File: src/rtl/cache_refill_arbiter.sv
// Two-client (I-cache / D-cache) refill arbiter sharing one memory line port.
// Optional round-robin arbitration when REFILL_ARB_RR_EN is defined; fixed I-cache priority otherwise.
module cache_refill_arbiter #(
   parameter int unsigned TIMEOUT_CYCLES = 255
) (
   input  logic         clk,
   input  logic         resetn,
   input  logic         ic_req,
   input  logic [31:0]  ic_addr,
   output logic         ic_addr_ok,
   output logic         ic_data_ok,
   input  logic         dc_req,
   input  logic [31:0]  dc_addr,
   output logic         dc_addr_ok,
   output logic         dc_data_ok,
   output logic [255:0] rdata,
   output logic         mem_req,
   output logic [31:0]  mem_addr,
   input  logic         mem_addr_ok,
   input  logic         mem_data_ok,
   input  logic [255:0] mem_rdata,
   output logic         busy,
   output logic         timeout
);

   typedef enum logic [1:0] {
      IDLE,
      ADDR,
      DATA
   } state_e;

   // Abort fires on the DATA cycle that would bring the counter to TIMEOUT_CYCLES.
   localparam logic [7:0] CNT_LAST = 8'(TIMEOUT_CYCLES - 1);

   state_e      state_q, state_d;
   logic        grant_dc_q, grant_dc_d;
   logic [31:0] addr_q, addr_d;
   logic [7:0]  cnt_q, cnt_d;
   logic        timeout_q, timeout_d;
   logic        pick_dc;

`ifdef REFILL_ARB_RR_EN
   logic        last_dc_q, last_dc_d;

   always_ff @(posedge clk) begin
      if (!resetn) begin
         last_dc_q <= 1'b1;
      end else begin
         last_dc_q <= last_dc_d;
      end
   end

   assign pick_dc = dc_req && (!ic_req || !last_dc_q);
`else
   assign pick_dc = dc_req && !ic_req;
`endif

   always_ff @(posedge clk) begin
      if (!resetn) begin
         state_q    <= IDLE;
         grant_dc_q <= 1'b0;
         addr_q     <= '0;
         cnt_q      <= '0;
         timeout_q  <= 1'b0;
      end else begin
         state_q    <= state_d;
         grant_dc_q <= grant_dc_d;
         addr_q     <= addr_d;
         cnt_q      <= cnt_d;
         timeout_q  <= timeout_d;
      end
   end

   always_comb begin
      state_d    = state_q;
      grant_dc_d = grant_dc_q;
      addr_d     = addr_q;
      cnt_d      = cnt_q;
      timeout_d  = timeout_q;
`ifdef REFILL_ARB_RR_EN
      last_dc_d  = last_dc_q;
`endif
      mem_req    = 1'b0;
      ic_addr_ok = 1'b0;
      dc_addr_ok = 1'b0;
      ic_data_ok = 1'b0;
      dc_data_ok = 1'b0;

      unique case (state_q)
         IDLE: begin
            if (ic_req || dc_req) begin
               grant_dc_d = pick_dc;
               addr_d     = (pick_dc ? dc_addr : ic_addr) & ~32'h0000_001F;
               state_d    = ADDR;
`ifdef REFILL_ARB_RR_EN
               last_dc_d  = pick_dc;
`endif
            end
         end
         ADDR: begin
            mem_req = 1'b1;
            if (mem_addr_ok) begin
               ic_addr_ok = !grant_dc_q;
               dc_addr_ok = grant_dc_q;
               cnt_d      = '0;
               state_d    = DATA;
            end
         end
         DATA: begin
            if (mem_data_ok) begin
               ic_data_ok = !grant_dc_q;
               dc_data_ok = grant_dc_q;
               state_d    = IDLE;
            end else begin
               cnt_d = cnt_q + 8'd1;
               if (cnt_q == CNT_LAST) begin
                  timeout_d = 1'b1;
                  state_d   = IDLE;
               end
            end
         end
         default: state_d = IDLE;
      endcase
   end

   assign mem_addr = addr_q;
   assign rdata    = mem_rdata;
   assign busy     = (state_q != IDLE);
   assign timeout  = timeout_q;

endmodule

File: config.mk
export PLATFORM = sky130hd
export DESIGN_NAME = cache_refill_arbiter
export DESIGN_NICKNAME = d
export VERILOG_FILES = /design/src/rtl/cache_refill_arbiter.sv
export SDC_FILE = /design/constraint.sdc
export NUM_CORES = 1
export LEC_CHECK = 0
export ABC_AREA = 1
export BUFFER_PORTS_ARGS = -buffer_cell sky130_fd_sc_hd__buf_2
export CORE_AREA = 2 2 243 245
export CTS_BUF_LIST = sky130_fd_sc_hd__clkbuf_8
export DETAILED_ROUTE_END_ITERATION = 8
export DIE_AREA = 0 0 245 247
export GPL_TIMING_DRIVEN = 1
export MAX_ROUTING_LAYER = met4
export PLACE_DENSITY = 0.4
export SLEW_MARGIN = 15
export SYNTH_ARGS = -nofsm -noshare
export SYNTH_HDL_FRONTEND = slang
export SYNTH_SLANG_ARGS = --single-unit
File: constraint.sdc
create_clock -name clk -period 1.4 [get_ports clk]
set_input_delay 0.35 -clock clk [delete_from_list [all_inputs] [get_ports clk]]
set_output_delay 0.35 -clock clk [all_outputs]
set_load 0.01 [all_outputs]
==> impl_results.md <==
- Final setup vio count: 34
- DR iter-0 viols: 95
- Sequential area share after synthesis: 0.2061
- TritonRoute pass-1 iters: 4
- Instance count of the mapped netlist: 513
- R2R cell count: 9
- Ranking of synthesized cells by area: buf_4 52%, dfxtp_1 21%, o21ai_0 6.3%, nand2_1 4.7%, a31oi_1 4.5%
- F_max: 672.6 MHz
- Width of the chip: 245 microns
- Synth area leader: buf_4
- Worst setup EP type: output pin
- Yosys warning count: 0
- Most common library cell in the layout ignoring fill and taps: buf_2
- Post-synth ARST share: 0
- GRT busiest layer: met2
- Vias in the first global route: 2669
- I/O Pins: 621
- Residual DRC count: 0
- Top_reg_cell synth: dfxtp_1
- Netlist cell types: 21
- Vias: 2625
- WHS Path Cells: 3
- Reg2Reg Launch Point: state_q[0]$_SDFFE_PN0P_
- Root Driver: clkbuf_8
- Final period util: 1.062
- Max Clock Skew: 0.01715 ns
- Critical Path Source Type: register
- CTS tree: yes
- HPWL after DPL: 11610 microns
- Post-route ant nets: 0
- Worst-path clk slew: 0.12 ns
- Share of synthesized area spent on multiplexers: 0
- Fin nets: 698
- Die Ht: 247 microns
- Layout area overhead: 2.874%
- Most frequent cells in the layout: 91 x buf_2, 44 x nand2_1, 40 x o21ai_0, 36 x dfxtp_1
- Reg2Reg Setup Slack: -0.05 ns
- Grt met1 use: 0.04401
- Placed Cells: 1122
- Mapped Area: 3787 sq um
- Failing checks: setup timing
- Worst skew pair latency: 0.37 ns
- Initial Util: 0.06503
- Simple-Gate Fraction of Synth Area: 0.08523
- Clock sinks: 39
- Die ar.: 60520 sq um
- H-tree Lvls: 2
- RSZ-0062 raised after global routing: yes
- Cell Pwr Density: 898.3 nW/um^2
- Crit-path max FO: 3
- Status: finished, violations left
- Post-CTS Hold Fix Bufs: 0
- Initial antenna violation count: 3
- Area share of fa/ha/maj cells after synthesis: 0.006607
- Area of the multi-input gates: 1033 sq um
- Grt met2 use: 0.07457
- Worst Hold End: mem_addr[7]$_SDFFE_PN0P_
- Pleak: 0.001385 uW
- Core Area: 58240 sq um
- Largest family of logic cells by synthesized area: buffers and inverters
- Post-synthesis register bit count: 39
- R2r endpoint: mem_addr[25]$_SDFFE_PN0P_
- Critical path required time: 1.05 ns
- Hold crit path type: input port to register
- Number of synthesized flops with an enable pin: 0
- Count of final hold-check violations: 0
- Synth Area in Compound Gates: 0.1345
- Post-placement worst setup slack: -0.002746 ns
- Per-cell routed wire length: 13.65 microns
- Post-route setup slack: -0.08675 ns
- Peak supply drop: 0.0003121 V
- Routed vias/inst: 2.293
- Gpl congestion: 0.6821
- Setup CP Type: register to output pin
- Mapped Avg Cell Area: 7.383 sq um
- WP data arrival: 1.14 ns
- Minimum clock period: 1.487 ns
- Sequential Area: 784.5 sq um
- Overall Global Routing Usage: 0.05247
- Final Slew Violations: 0
- First-pass GRT wire length: 20250 microns
- GR Overflow Total: 0
- Max Cap Viol: 0
- Fillcell total: 6877
- Cell Count, Final, Fillers Out: 1145
- Port Buffers: 93
- Synth top area share: 0.5173
- Num CTS Buffers: 5
- Met3 Use GR: 0.03527
- Row count: 89
- CTS Buffer Depth: 2
- Min-Delay Startpoint: dc_addr[7]
- WL final: 15630 microns
- Fraction of layout cells with a size suffix above 1: 0.4394
- Largest net degree at the start of global routing: 22
- XOR/XNOR share of the synthesized area: 0
stage by stage:
stage               total power [uW]  hold WS, ns  utilization  cell area (sq um)   TNS [ns]
finish                          3500       0.2254      0.06690               3896     -1.269
global route                    3768       0.1899      0.06690               3896     -4.188
CTS                             3683       0.1678      0.06621               3856     -5.342
detailed placement              2039       0.4380      0.05794               3374  -0.002746
global placement                2033       0.4461      0.05794               3374          0
floorplan                       2391       0.4656            -               3802          0
Yosys cell counts, types with 5 or more instances:
library cell	instances
buf_4	261
o21ai_0	48
nand2_1	47
dfxtp_1	39
a31oi_1	27
inv_1	23
o21ai_1	12
nor2_1	11
a21oi_1	8
clkbuf_1	7
nand3_1	6
buf_2	5
per-layer routing:
metal | wire length (microns) | vias to the layer above | part of all wire
met5 | 0 | - | 0
met4 | 1566 | 0 | 0.10
met3 | 2472 | 140 | 0.16
met2 | 6650 | 298 | 0.43
met1 | 4944 | 1098 | 0.32
li1 | - | 1089 | -
state kept, by name, summed over array words and instances, names as in the netlist:
signal and cells:
grant_dc_q 1, state_q 2, timeout 1, cnt_q 8, mem_addr 27
cell families (layout without fill, tap and decap cells):
kind of cell / count (synthesis) / after routing
compound gates: 95 / 95
simple gates: 75 / 75
other cells: 1 / 6
fa+ha+maj: 2 / 2
flops: 39 / 39
buf+inv: 301 / 155
layout make-up:
type / instances / share of cell area
Inverter: 24 / 0.02376
Tap cell: 773 / 0.2482
Sequential cell: 39 / 0.2013
Clock buffer: 6 / 0.02119
Multi-Input combinational cell: 177 / 0.2653
Timing Repair Buffer: 123 / 0.2306
Antenna cell: 1 / 0.0006423
Clock inverter: 2 / 0.008992
worst max-delay path by stage:
stage / cells past startpoint / slack (ns) / start / endpoint
floorplan: 7 / 0.25 / ic_req / mem_addr[20]$_SDFFE_PN0P_
global placement: 8 / 0.01 / state_q[0]$_SDFFE_PN0P_ / grant_dc_q$_SDFFE_PN0P_
detailed placement: 8 / -0.003 / state_q[1]$_SDFFE_PN0P_ / grant_dc_q$_SDFFE_PN0P_
CTS: 5 / -0.22 / state_q[0]$_SDFFE_PN0P_ / dc_data_ok
global route: 5 / -0.21 / state_q[0]$_SDFFE_PN0P_ / ic_data_ok
finish: 5 / -0.09 / state_q[0]$_SDFFE_PN0P_ / dc_data_ok
critical path, cell delays in order, from the launching register on:
cell     delay, ns
dfxtp_2       0.34
inv_2         0.06
buf_6         0.10
nand2_4       0.05
nor3_2        0.09
buf_2         0.14
power breakdown:
| part | switching, uW | internal [uW] |
|---|---|---|
| logic | 548 | 487 |
| clock network | 608 | 580 |
| registers | 61.0 | 1220 |
what timing repair did:
action	CTS	global route
gates cloned	6	0
resized for setup	31	27
pin swaps	4	3
endpoints found under the setup margin	33	36
setup buffers	11	3
Power figures use the tool's default switching activity.
